`src/rtl/bep_pkg.sv`:
```
// Shared definitions for the BEP thermostat serial link.
// Holds the header constants, frame geometry, payload field offsets and the payload
// layout. serial_encode and the receive-side checker both import this package, so
// the two ends of the link always agree on what a frame looks like.
package bep_pkg;

  // Frame geometry
  localparam int unsigned HEADER_BITS  = 96;
  localparam int unsigned PAYLOAD_BITS = 96;
  localparam int unsigned FRAME_BITS   = HEADER_BITS + PAYLOAD_BITS;

  // Header words, transmitted in this order
  localparam logic [31:0] PREAMBLE = 32'h5555_5555;
  localparam logic [15:0] TYPE_1   = 16'h0F0F;
  localparam logic [15:0] TYPE_2   = 16'hF0F0;
  localparam logic [31:0] CONSTANT = 32'hDEAD_BEEF;

  localparam logic [HEADER_BITS-1:0] HEADER = {PREAMBLE, TYPE_1, TYPE_2, CONSTANT};

  // Least-significant bit of each field within the 96-bit payload
  localparam int unsigned THERMOSTAT_ID_LSB = 64;
  localparam int unsigned ROOM_TEMP_LSB     = 48;
  localparam int unsigned SET_TEMP_LSB      = 32;
  localparam int unsigned STATE_LSB         = 24;
  localparam int unsigned TAIL_1_LSB        = 16;
  localparam int unsigned TAIL_2_LSB        = 8;
  localparam int unsigned TAIL_3_LSB        = 0;

  // Index of the first bit on the line; bit_cnt starts here for each copy
  localparam logic [7:0] LAST_BIT_IDX = 8'(FRAME_BITS - 1);

  // Payload layout; member order matches the offsets above (MSB first)
  typedef struct packed {
    logic [31:0] thermostat_id;
    logic [15:0] room_temp;
    logic [15:0] set_temp;
    logic [7:0]  state;
    logic [7:0]  tail_1;
    logic [7:0]  tail_2;
    logic [7:0]  tail_3;
  } payload_t;

  typedef enum logic [1:0] {
    StIdle,
    StFrame,
    StGap
  } enc_state_e;

  // Full frame image as it is loaded into the shifter: header first, then payload
  function automatic logic [FRAME_BITS-1:0] build_frame(input payload_t payload);
    return {HEADER, payload};
  endfunction

endpackage

```
`src/rtl/frame_shifter.sv`:
```
// frame_shifter: 192-bit parallel-load shift register, MSB out first.
// Ports:
//   serial_clock  in   clock
//   reset_n       in   asynchronous active-low reset, clears the register
//   load          in   load load_data (has priority over shift)
//   shift         in   shift left by one, filling with zero
//   load_data     in   frame image to load
//   msb           out  current most-significant bit (the bit on the line)
module frame_shifter
  import bep_pkg::*;
(
  input  logic                  serial_clock,
  input  logic                  reset_n,
  input  logic                  load,
  input  logic                  shift,
  input  logic [FRAME_BITS-1:0] load_data,
  output logic                  msb
);

  logic [FRAME_BITS-1:0] sr_q, sr_d;

  always_comb begin
    sr_d = sr_q;
    if (load) begin
      sr_d = load_data;
    end else if (shift) begin
      sr_d = {sr_q[FRAME_BITS-2:0], 1'b0};
    end
  end

  always_ff @(posedge serial_clock or negedge reset_n) begin
    if (!reset_n) begin
      sr_q <= '0;
    end else begin
      sr_q <= sr_d;
    end
  end

  assign msb = sr_q[FRAME_BITS-1];

endmodule

```
`src/rtl/serial_encode.sv`:
```
// serial_encode: transmit side of the BEP thermostat serial link.
// On an accepted start the 96-bit payload is latched and REPEATS copies of the
// 192-bit frame {header, payload} are sent MSB first, one bit per clock, with
// GAP_BITS idle zeros between copies. done pulses once after the final bit.
// Ports:
//   serial_clock   in   sole clock
//   reset_n        in   asynchronous active-low reset
//   start          in   transfer request, accepted only while ready=1
//   thermostat_id  in   payload bits 95:64
//   room_temp      in   payload bits 63:48
//   set_temp       in   payload bits 47:32
//   state          in   payload bits 31:24
//   tail_1         in   payload bits 23:16 (CRC byte, passed through)
//   tail_2         in   payload bits 15:8
//   tail_3         in   payload bits 7:0
//   ready          out  high while idle
//   serial_data    out  line bit, zero when idle and in gaps
//   frame_active   out  high while serial_data carries a frame bit
//   done           out  one-cycle pulse after the last bit of the last copy
module serial_encode
  import bep_pkg::*;
#(
  parameter int unsigned REPEATS  = 3,   // 1..15
  parameter int unsigned GAP_BITS = 16   // 1..255
) (
  input  logic        serial_clock,
  input  logic        reset_n,
  input  logic        start,
  input  logic [31:0] thermostat_id,
  input  logic [15:0] room_temp,
  input  logic [15:0] set_temp,
  input  logic [7:0]  state,
  input  logic [7:0]  tail_1,
  input  logic [7:0]  tail_2,
  input  logic [7:0]  tail_3,
  output logic        ready,
  output logic        serial_data,
  output logic        frame_active,
  output logic        done
);

  localparam logic [3:0] REP_INIT = 4'(REPEATS - 1);
  localparam logic [7:0] GAP_INIT = 8'(GAP_BITS - 1);

  enc_state_e state_q, state_d;

  logic [7:0] bit_cnt_q, bit_cnt_d;
  logic [7:0] gap_cnt_q, gap_cnt_d;
  logic [3:0] rep_cnt_q, rep_cnt_d;
  logic       done_q, done_d;
  payload_t   payload_q, payload_d;

  payload_t              in_payload;
  payload_t              load_payload;
  logic [FRAME_BITS-1:0] load_frame;
  logic                  sr_load;
  logic                  sr_shift;
  logic                  sr_msb;

  assign in_payload = '{
    thermostat_id: thermostat_id,
    room_temp:     room_temp,
    set_temp:      set_temp,
    state:         state,
    tail_1:        tail_1,
    tail_2:        tail_2,
    tail_3:        tail_3
  };

  // A fresh transfer loads straight from the inputs; later copies reuse the latch
  assign load_payload = (state_q == StIdle) ? in_payload : payload_q;
  assign load_frame   = build_frame(load_payload);

  // ---------------------------------------------------------------------------
  // FSM: state register
  // ---------------------------------------------------------------------------
  always_ff @(posedge serial_clock or negedge reset_n) begin
    if (!reset_n) begin
      state_q <= StIdle;
    end else begin
      state_q <= state_d;
    end
  end

  // ---------------------------------------------------------------------------
  // FSM: next state
  // ---------------------------------------------------------------------------
  always_comb begin
    state_d = state_q;
    unique case (state_q)
      StIdle: begin
        if (start) begin
          state_d = StFrame;
        end
      end
      StFrame: begin
        if (bit_cnt_q == 8'd0) begin
          state_d = (rep_cnt_q != 4'd0) ? StGap : StIdle;
        end
      end
      StGap: begin
        if (gap_cnt_q == 8'd0) begin
          state_d = StFrame;
        end
      end
      default: state_d = StIdle;
    endcase
  end

  // ---------------------------------------------------------------------------
  // FSM: outputs and datapath controls
  // ---------------------------------------------------------------------------
  always_comb begin
    bit_cnt_d = bit_cnt_q;
    gap_cnt_d = gap_cnt_q;
    rep_cnt_d = rep_cnt_q;
    payload_d = payload_q;
    done_d    = 1'b0;
    sr_load   = 1'b0;
    sr_shift  = 1'b0;
    unique case (state_q)
      StIdle: begin
        if (start) begin
          payload_d = in_payload;
          sr_load   = 1'b1;
          bit_cnt_d = LAST_BIT_IDX;
          rep_cnt_d = REP_INIT;
        end
      end
      StFrame: begin
        if (bit_cnt_q != 8'd0) begin
          sr_shift  = 1'b1;
          bit_cnt_d = bit_cnt_q - 8'd1;
        end else if (rep_cnt_q != 4'd0) begin
          gap_cnt_d = GAP_INIT;
          rep_cnt_d = rep_cnt_q - 4'd1;
        end else begin
          done_d = 1'b1;
        end
      end
      StGap: begin
        if (gap_cnt_q != 8'd0) begin
          gap_cnt_d = gap_cnt_q - 8'd1;
        end else begin
          sr_load   = 1'b1;
          bit_cnt_d = LAST_BIT_IDX;
        end
      end
      default: ;
    endcase
  end

  always_ff @(posedge serial_clock or negedge reset_n) begin
    if (!reset_n) begin
      bit_cnt_q <= '0;
      gap_cnt_q <= '0;
      rep_cnt_q <= '0;
      payload_q <= '0;
      done_q    <= 1'b0;
    end else begin
      bit_cnt_q <= bit_cnt_d;
      gap_cnt_q <= gap_cnt_d;
      rep_cnt_q <= rep_cnt_d;
      payload_q <= payload_d;
      done_q    <= done_d;
    end
  end

  frame_shifter u_frame_shifter (
    .serial_clock (serial_clock),
    .reset_n      (reset_n),
    .load         (sr_load),
    .shift        (sr_shift),
    .load_data    (load_frame),
    .msb          (sr_msb)
  );

  // All outputs are decoded directly from flops; the shifter's stale contents are
  // masked outside FRAME so the line is zero when idle and in gaps.
  assign ready        = (state_q == StIdle);
  assign frame_active = (state_q == StFrame);
  assign serial_data  = frame_active & sr_msb;
  assign done         = done_q;

endmodule
```
`config.mk`:
```
export PLATFORM = sky130hd
export DESIGN_NAME = serial_encode
export DESIGN_NICKNAME = d
export VERILOG_FILES = /design/src/rtl/bep_pkg.sv /design/src/rtl/frame_shifter.sv /design/src/rtl/serial_encode.sv
export SDC_FILE = /design/constraint.sdc
export NUM_CORES = 1
export LEC_CHECK = 0
export BUFFER_PORTS_ARGS = -buffer_cell sky130_fd_sc_hd__clkbuf_2
export CAP_MARGIN = 20
export CELL_PAD_IN_SITES_DETAIL_PLACEMENT = 1
export CELL_PAD_IN_SITES_GLOBAL_PLACEMENT = 2
export CORE_ASPECT_RATIO = 1.2
export CORE_MARGIN = 10
export CORE_UTILIZATION = 40
export CTS_CLUSTER_DIAMETER = 60
export DETAILED_ROUTE_END_ITERATION = 16
export HOLD_SLACK_MARGIN = 0.06
export PLACE_DENSITY_LB_ADDON = 0.1
export SETUP_SLACK_MARGIN = 0.05
export SLEW_MARGIN = 30
export SYNTH_ARGS = -nofsm -noshare
export SYNTH_HDL_FRONTEND = slang
export SYNTH_HIERARCHICAL = 1
export SYNTH_SLANG_ARGS = --single-unit
```
`constraint.sdc`:
```
create_clock -name serial_clock -period 2.7 [get_ports serial_clock]
set_clock_uncertainty 0.15 [all_clocks]
set_input_delay 0.675 -clock serial_clock [delete_from_list [all_inputs] [get_ports serial_clock]]
set_output_delay 0.675 -clock serial_clock [all_outputs]
set_load 0.01 [all_outputs]
```
==> results.toml, run 1 <==
[drt]
drt_iter0_drc = 386
drt-total-wl_um = 32210
drc = 0
vias_per_cell = 4.942
dr_wl_met2_um = 15970
drt-met1-wl_um = 14600
dr.pass1.iters = 4
wl_per_cell_um = 16.53
wl_met3_um = 1014
top_layer_used = "met4"
vias = 9631
ant_nets = 0

[placed_design]
place_ws_ps = 279.0
hpwl_um = 21500
port_buffers = 102
place_congestion = 0.7282
placed_area_sq_um = 16270

[setup_path]
startpoint = "state_q[1]"
crit_chain = "nand2b_1 > inv_1 > and2_1 > clkbuf_2"
end_kind = "primary output"
crit_buf_inv = 2
worstSetupStartpointType = "flip-flop"
critical_path.top_delay_family = "flip-flops"
worst-setup-path-type = "flip-flop to primary output"
crit_path_max_fanout = 6
crit_required_ps = 1880
max_stage_delay_ps = 450
rrSetupSlack_ps = 270
crit_arrival_ps = 1680
worstReg2RegStart = "bit_cnt_q[0]"
rr_endpoint = "u_frame_shifter/sr_q[100]"
slowest_stage = "dfrtp_1"
ff2ff_path_depth = 8

[min_path]
whs_endpoint = "payload_q[29]"
min_path_type = "input pin to flip-flop"
hold_path_startpoint = "state[5]"
whs_path_depth = 2

[power_and_ir_drop]
p_switching_mw = 2.075
pwr-share-comb = 0.024
power.total_mw = 9.674
p_sw_frac = 0.2145
internal-power_mw = 7.599
ir_drop_uv = 438.7
p_seq_frac = 0.482
leakagePower_nw = 8.548
clkPwrFrac = 0.494
p_per_area_nw_per_um2 = 554.7

[global_routing]
grt_pass1_vias = 10690
antenna_found_initial = 0
grt_pass1_wl_um = 54960
overflow = 0
grt_start_max_net_pins = 70
grtUsageTotal = 0.1448

[final_layout]
nNetsFinal = 1555
final_cell_mix = "311 x dfrtp_1, 204 x nand2_1, 193 x mux2_2"
syn2layout_area_growth_pct = 17.09
layout-drive-gt1-share = 0.2692
fin_area_sq_um = 17440
final_common_cell = "dfrtp_1"
antennaDiodeCount = 0

[synth]
ys_async_sr_fraction = 1.000
yosys.area.top_type = "dfrtp_1"
synth_ff_type = "dfrtp_1"
synth_cells = 1272
synth_area_sq_um = 14890
synth_area_per_cell_sq_um = 11.71
synth_cell_type_count = 50
synth_edf_count = 0
yosysTopAreaCellShare = 0.5225
synth_area_leaders = "dfrtp_1 52%, mux2_2 15%, mux2i_1 13%"
synth-seq-cells = 311
yosysWarnings = 6
yosysSeqAreaShare = 0.5225

[clocking]
cts_setup_buffers = 0
clk_latency_ps = 530
cts-root-buf = "clkbuf_16"
clkTransAtPathRegs_ps = 60
cts_buffer_depth = 3
htree_levels = 2
clock_sinks = 311
post_cts_resize_count = 0
tritoncts = "built"
cts_made_buffers = 36

[status]
status = "finished, final reports clean"

[floorplanning]
ioPinCount = 103
core_sq_um = 36800
std_cell_rows = 77
start_util = 0.4047
fp.dieH_um = 231.4
dieArea_sq_um = 45390
die_w_um = 196.2

[timing]
rsz0062_at_grt = "false"
fmax_ghz = 0.4000
fin_crit_sh = 0.9260
slew_headroom = 0.6460
hold_viol_final = 0
setup_violations = 0
drv_slew = 0
tightest_slew_ps = 530.0
tns_ps = 0
setup_ws_ps = 199.9
period_minus_slack_ps = 2500

[flow_run]
cap_violations = 0
synthesized netlist by cell type, types with 5 or more instances:
cell / count
nand2_1: 204
clkbuf_1: 33
nor2_1: 11
xnor2_1: 6
inv_1: 10
buf_2: 28
o21ai_1: 175
o21ai_0: 17
buf_8: 18
ha_1: 5
dfrtp_1: 311
mux2i_1: 191
xor2_1: 5
mux2_2: 193
layout make-up:
| cell class | count | area, sq um |
|---|---|---|
| well taps | 474 | 593.1 |
| repair buffers | 135 | 1059 |
| clock buffers | 56 | 1087 |
| clock inverters | 6 | 68.82 |
| multi-input cells | 957 | 6797 |
| fillers | 3996 | 19360 |
| inverters | 10 | 52.55 |
| flip-flops and latches | 311 | 7782 |
per-layer routing:
metal | vias to the layer above | global-route usage
met4 | 0 | 0.04157
met1 | 4779 | 0.1820
met5 | - | 0
met3 | 41 | 0.02571
met2 | 115 | 0.2497
li1 | 4696 | -
through the flow:
stage / cells / util / hold WS [ps]
2_1_floorplan: 1366 / - / 229.4
3_3_place_gp: 1886 / 0.4422 / 331.8
5_1_grt: 1949 / 0.4739 / 224.2
4_1_cts: 1949 / 0.4739 / 213.3
3_5_place_dp: 1886 / 0.4422 / 342.0
6_report: 1949 / 0.4739 / 244.7
registers in the layout (all words and copies together), names as in the netlist:
name and cells:
done 1, payload_q 96, state_q 2, rep_cnt_q 4, bit_cnt_q 8, gap_cnt_q 8, u_frame_shifter/sr_q 192
worst register-to-register path: stages, from the launching register on:
cell	delay [ps]
dfrtp_1	380
inv_1	110
ha_1	170
or3b_2	490
o21ai_4	220
inv_8	180
buf_4	310
mux2i_1	200
o21ai_1	90
timing repair:
| action | in CTS | in global routing |
|---|---|---|
| endpoints found under the hold margin | 47 | 0 |
| hold buffers | 1 | 0 |
| endpoints found under the setup margin | 0 | 0 |
cells by family (layout without fill, tap and decap cells):
group,count (synthesis),in the layout,synth area share
buffers and inverters,98,207,0.04536
adder cells (fa/ha/maj),5,5,0.004200
AO/OA/AOI/OAI,216,216,0.07762
other,2,96,0.0005042
AND/OR/NAND/NOR,245,245,0.06905
multiplexers,384,384,0.2743
flip-flops,311,311,0.5225
XOR/XNOR,11,11,0.006468
worst max path at each step:
stage	cells after the start	end	slack, ps
2_1_floorplan	10	u_frame_shifter/sr_q[101]	410
5_1_grt	4	serial_data	100
6_report	4	serial_data	200
3_3_place_gp	8	u_frame_shifter/sr_q[91]	310
4_1_cts	4	serial_data	150
3_5_place_dp	8	u_frame_shifter/sr_q[101]	280
power by group through the flow:
stage / clock network (mW) / registers, mW / logic [mW]
after CTS: 4.97 / 4.66 / 0.241
after global routing: 5.16 / 4.66 / 0.273
after global placement: 0 / 4.75 / 0.237
final: 4.78 / 4.66 / 0.232
after floorplan: 0 / 4.75 / 0.0164
after detailed placement: 0 / 4.75 / 0.238
No activity file was read; power rests on OpenSTA's default activity.
==> run 2: changes to the inputs <==
--- a/config.mk
+++ b/config.mk
@@ -16,6 +16,7 @@
 export DETAILED_ROUTE_END_ITERATION = 16
 export HOLD_SLACK_MARGIN = 0.06
 export PLACE_DENSITY_LB_ADDON = 0.1
+export RECOVER_POWER = 50
 export SETUP_SLACK_MARGIN = 0.05
 export SLEW_MARGIN = 30
 export SYNTH_ARGS = -nofsm -noshare
==> run 2 against run 1 <==
Effect of this change: the flow now finishes with violations (capacitance limit, slew limit); critical path type unchanged; setup slack barely moved; critical path depth unchanged; sequential power barely moved; maximum frequency about the same; highest routed layer unchanged; design area about the same.
==> results.toml, run 2 (synthesis gave the netlist of run 1 again) <==
[status]
status = "finished with violations"
violations = "capacitance limit, slew limit"

[setup_path]
max_stage_delay_ps = 450
rr_endpoint = "u_frame_shifter/sr_q[100]"
crit_chain = "nand2b_1 > inv_1 > and2_1 > clkbuf_2"
ff2ff_path_depth = 8
crit_arrival_ps = 1680
rrSetupSlack_ps = 260
worstReg2RegStart = "bit_cnt_q[0]"
worstSetupStartpointType = "flip-flop"
slowest_stage = "dfrtp_1"
worst-setup-path-type = "flip-flop to primary output"
crit_path_max_fanout = 6
crit_required_ps = 1880
end_kind = "primary output"

[power_and_ir_drop]
p_per_area_nw_per_um2 = 555.0
leakagePower_nw = 8.544
ir_drop_uv = 439.1

[flow_run]
cap_violations = 1

[placed_design]
placed_area_sq_um = 16270
place_ws_ps = 279.0
hpwl_um = 21500
port_buffers = 102
place_congestion = 0.7282

[clocking]
cts-root-buf = "clkbuf_16"
htree_levels = 2
cts_buffer_depth = 3
tritoncts = "built"
clk_latency_ps = 530
cts_setup_buffers = 0
post_cts_resize_count = 0
cts_made_buffers = 36
clkTransAtPathRegs_ps = 60
clock_sinks = 311

[timing]
period_minus_slack_ps = 2500
setup_ws_ps = 199.8
fmax_ghz = 0.4000
drv_slew = 50
slew_headroom = -0.04732
tns_ps = 0
rsz0062_at_grt = "false"
tightest_slew_ps = 1571
hold_viol_final = 0
fin_crit_sh = 0.9260
setup_violations = 0

[final_layout]
nNetsFinal = 1555
regMostFlops = "u_frame_shifter/sr_q"
fin_area_sq_um = 17430
reg_top3 = "u_frame_shifter/sr_q (192), payload_q (96)"
fill_cells = 3998
final_cell_mix = "311 x dfrtp_1, 204 x nand2_1, 193 x mux2_2"
antennaDiodeCount = 0
syn2layout_area_growth_pct = 17.01
largest_reg_flops = 192
layout-drive-gt1-share = 0.2692
final_common_cell = "dfrtp_1"

[floorplanning]
core_sq_um = 36800
ioPinCount = 103
die_w_um = 196.2
dieArea_sq_um = 45390
start_util = 0.4047
fp.dieH_um = 231.4
std_cell_rows = 77

[global_routing]
grt_start_max_net_pins = 70
grtUsageTotal = 0.1448
grt_pass1_wl_um = 54960
antenna_found_initial = 0
overflow = 0
grt_pass1_vias = 10690

[drt]
wl_per_cell_um = 16.52
vias = 9627
ant_nets = 0
dr.pass1.iters = 4
drt-total-wl_um = 32210
drt_iter0_drc = 390
vias_per_cell = 4.939
drc = 0

[min_path]
hold_path_startpoint = "state[5]"
whs_path_depth = 2
min_path_type = "input pin to flip-flop"
whs_endpoint = "payload_q[29]"
==> run 2: where the power goes <==
group / total (mW) / internal, mW / leakage (nW) / switching (mW)
Clock: 4.78 / 2.86 / 0.564 / 1.92
Combinational: 0.231 / 0.0737 / 4.42 / 0.158
Sequential: 4.66 / 4.66 / 3.56 / 0
Total: 9.67 / 7.60 / 8.54 / 2.07
==> run 2: worst max path at each step <==
stage | start | end | slack (ps)
3_3_place_gp | bit_cnt_q[0] | u_frame_shifter/sr_q[91] | 310
5_1_grt | state_q[1] | serial_data | 100
6_report | state_q[1] | serial_data | 200
4_1_cts | state_q[1] | serial_data | 150
3_5_place_dp | bit_cnt_q[0] | u_frame_shifter/sr_q[101] | 280
2_1_floorplan | bit_cnt_q[0] | u_frame_shifter/sr_q[101] | 410
==> run 2: timing repair <==
item                                   4_1_cts  5_1_grt
endpoints found under the hold margin       47        0
setup endpoints to repair                    0        0
hold buffers                                 1        0
==> run 2: metrics by stage <==
step                      std cells    util  hold slack [ps]  total power, mW
after CTS                      1949  0.4739            213.3            9.868
after detailed placement       1886  0.4422            342.0            4.984
after global placement         1886  0.4422            331.8            4.983
after floorplan                1366       -            229.4            4.764
final                          1949  0.4736            244.7            9.673
after global routing           1949  0.4736            224.2            10.09
==> run 2: layer usage <==
| layer | track usage | wire (um) |
|---|---|---|
| met1 | 0.1820 | 14610 |
| met2 | 0.2497 | 15970 |
| met4 | 0.04157 | 631 |
| met5 | 0 | 0 |
| met3 | 0.02571 | 1000 |
==> run 2: critical path: cells and delay by family, from the launching register on <==
kind	cells	cell delay [ps]
simple gates	2	360
flops	1	450
buf+inv	2	350
==> run 2: cell type report <==
| cell class | instances | area (sq um) | share of cell area |
|---|---|---|---|
| flip-flops and latches | 311 | 7782 | 0.4465 |
| multi-input cells | 957 | 6795 | 0.3899 |
| clock inverters | 6 | 68.82 | 0.003949 |
| clock buffers | 56 | 1087 | 0.06239 |
| inverters | 10 | 52.55 | 0.003015 |
| repair buffers | 135 | 1049 | 0.06016 |
| well taps | 474 | 593.1 | 0.03403 |
==> run 3: changes to the inputs <==
==> constraint.sdc (replaced) <==
create_clock -name serial_clock -period 2.7 [get_ports serial_clock]
set_clock_uncertainty 0.15 [all_clocks]
set_input_delay 0.405 -clock serial_clock [delete_from_list [all_inputs] [get_ports serial_clock]]
set_output_delay 0.405 -clock serial_clock [all_outputs]
set_load 0.01 [all_outputs]
==> run 3 against run 2 <==
Effect of this change: the flow still finishes with violations (capacitance limit, slew limit); combinational power is 46% higher; critical path depth is 1 lower; non-clock buffer count is 100 higher; maximum frequency is 0.71% lower; final cell count is 5.4% higher; sequential share of layout area is 2.4 points lower; worst hold slack worse by 110 ps; total power is 5.2% higher; flip-flop and latch count stayed put; clock power is 8.4% higher; critical endpoint is now ready.
==> results.toml, run 3 (synthesis gave the netlist of run 1 again) <==
[status]
status = "finished with violations"
violations = "capacitance limit, slew limit"

[drt]
ant_nets = 0
vias = 10100
drt-total-wl_um = 33850
drc = 0
vias_per_cell = 4.915
dr.pass1.iters = 4
wl_per_cell_um = 16.48
drt_iter0_drc = 370

[power_and_ir_drop]
power.total_mw = 10.18
p_sw_frac = 0.2117
internal-power_mw = 8.022
p_per_area_nw_per_um2 = 552.0
p_switching_mw = 2.154
clkPwrFrac = 0.509
ir_drop_uv = 377.7
pwr-share-comb = 0.033
leakagePower_nw = 8.992
p_seq_frac = 0.458

[setup_path]
crit_arrival_ps = 1960
crit_end = "ready"
crit_chain = "nor2_4 > buf_12 > clkbuf_2"
rr_endpoint = "u_frame_shifter/sr_q[81]"
worstReg2RegStart = "bit_cnt_q[0]"
ff2ff_path_depth = 8
max_stage_delay_ps = 460
crit_required_ps = 2140
crit_path_max_fanout = 97
rrSetupSlack_ps = 250
worst-setup-path-type = "flip-flop to primary output"
startpoint = "state_q[0]"
slowest_stage = "dfrtp_1"
worstSetupStartpointType = "flip-flop"
crit_buf_inv = 2
end_kind = "primary output"
critical_path.top_delay_family = "buffers and inverters"
critical_path_depth = 3

[min_path]
whs_path_depth = 4
min_path_type = "input pin to flip-flop"

[placed_design]
hpwl_um = 21460
place_congestion = 0.7352
port_buffers = 102

[final_layout]
nNetsFinal = 1656
syn2layout_area_growth_pct = 23.76
fill_cells = 3916
largest_reg_flops = 192
reg_top3 = "u_frame_shifter/sr_q (192), payload_q (96)"
regMostFlops = "u_frame_shifter/sr_q"
final_cell_mix = "311 x dfrtp_1, 204 x nand2_1, 193 x mux2_2"
final_common_cell = "dfrtp_1"
fin_util = 0.5009
layout-drive-gt1-share = 0.2563
antennaDiodeCount = 0

[floorplanning]
die_w_um = 196.2
fp.dieH_um = 231.4
std_cell_rows = 77
ioPinCount = 103
core_sq_um = 36800
start_util = 0.4047
dieArea_sq_um = 45390

[clocking]
cts_buffer_depth = 3
clk_latency_ps = 530
clock_sinks = 311
cts_setup_buffers = 0
clkTransAtPathRegs_ps = 60
cts_made_buffers = 37
cts-root-buf = "clkbuf_16"
htree_levels = 2
tritoncts = "built"

[timing]
period_minus_slack_ps = 2518
fmax_ghz = 0.3971
tns_ps = 0
drv_slew = 54
fin_crit_sh = 0.9326
tightest_slew_ps = 1583
setup_violations = 0
slew_headroom = -0.05554
hold_viol_final = 0
rsz0062_at_grt = "false"

[global_routing]
grt_pass1_vias = 11180
antenna_found_initial = 0
overflow = 0
grt_pass1_wl_um = 58030
grt_start_max_net_pins = 98
grtUsageTotal = 0.1515

[flow_run]
cap_violations = 1
==> run 3: worst min path at each step <==
stage / from / to
after detailed placement: reset_n / payload_q[52]
after CTS: start / rep_cnt_q[0]
after global placement: reset_n / payload_q[53]
after global routing: start / rep_cnt_q[0]
after floorplan: reset_n / bit_cnt_q[0]
final: start / rep_cnt_q[0]
==> run 3: area by class of cell <==
type	instances	area (sq um)	share of cell area
clock buffer	58	1147	0.06224
tap	474	593.1	0.03217
multi-input combinational	957	6797	0.3687
sequential	311	7782	0.4222
clock inverter	9	123.9	0.006720
timing repair buffer	235	1938	0.1051
inverter	10	52.55	0.002851
==> run 3: what timing repair did <==
item                                    in CTS  in global routing
hold buffers                                97                  0
endpoints found under the setup margin       0                  0
hold endpoints to repair                   148                  0
resized for setup                            0                  0
==> run 3: worst reg2reg max path: stages, from the launching register on <==
cell and delay, ps:
dfrtp_1 380, inv_1 110, ha_1 180, or3b_2 490, o21ai_4 220, inv_8 160
buf_12 270, mux2i_1 240, o21ai_1 110
==> run 3: routing by layer <==
metal | part of all wire | GRT usage | routed length (um)
met4 | 0.017 | 0.03846 | 583
met2 | 0.49 | 0.2594 | 16740
met5 | 0 | 0 | 0
met1 | 0.46 | 0.1945 | 15560
met3 | 0.028 | 0.02571 | 964
==> run 3: power groups by stage <==
stage / registers, mW / clock network [mW] / logic [mW]
floorplan: 4.75 / 0 / 0.0164
global placement: 4.75 / 0 / 0.234
detailed placement: 4.75 / 0 / 0.235
CTS: 4.66 / 5.34 / 0.350
global route: 4.66 / 5.56 / 0.383
finish: 4.66 / 5.18 / 0.337
==> run 3: metrics by stage <==
step / hold slack [ps] / std cells / worst slack (ps) / cell area (sq um)
floorplan: -40.59 / 1366 / 405.5 / 15250
global placement: 236.3 / 1890 / 287.7 / 16240
detailed placement: 232.4 / 1890 / 262.8 / 16240
CTS: 101.6 / 2054 / 127.6 / 18480
global route: 164.0 / 2054 / 44.25 / 18430
finish: 129.9 / 2054 / 181.9 / 18430
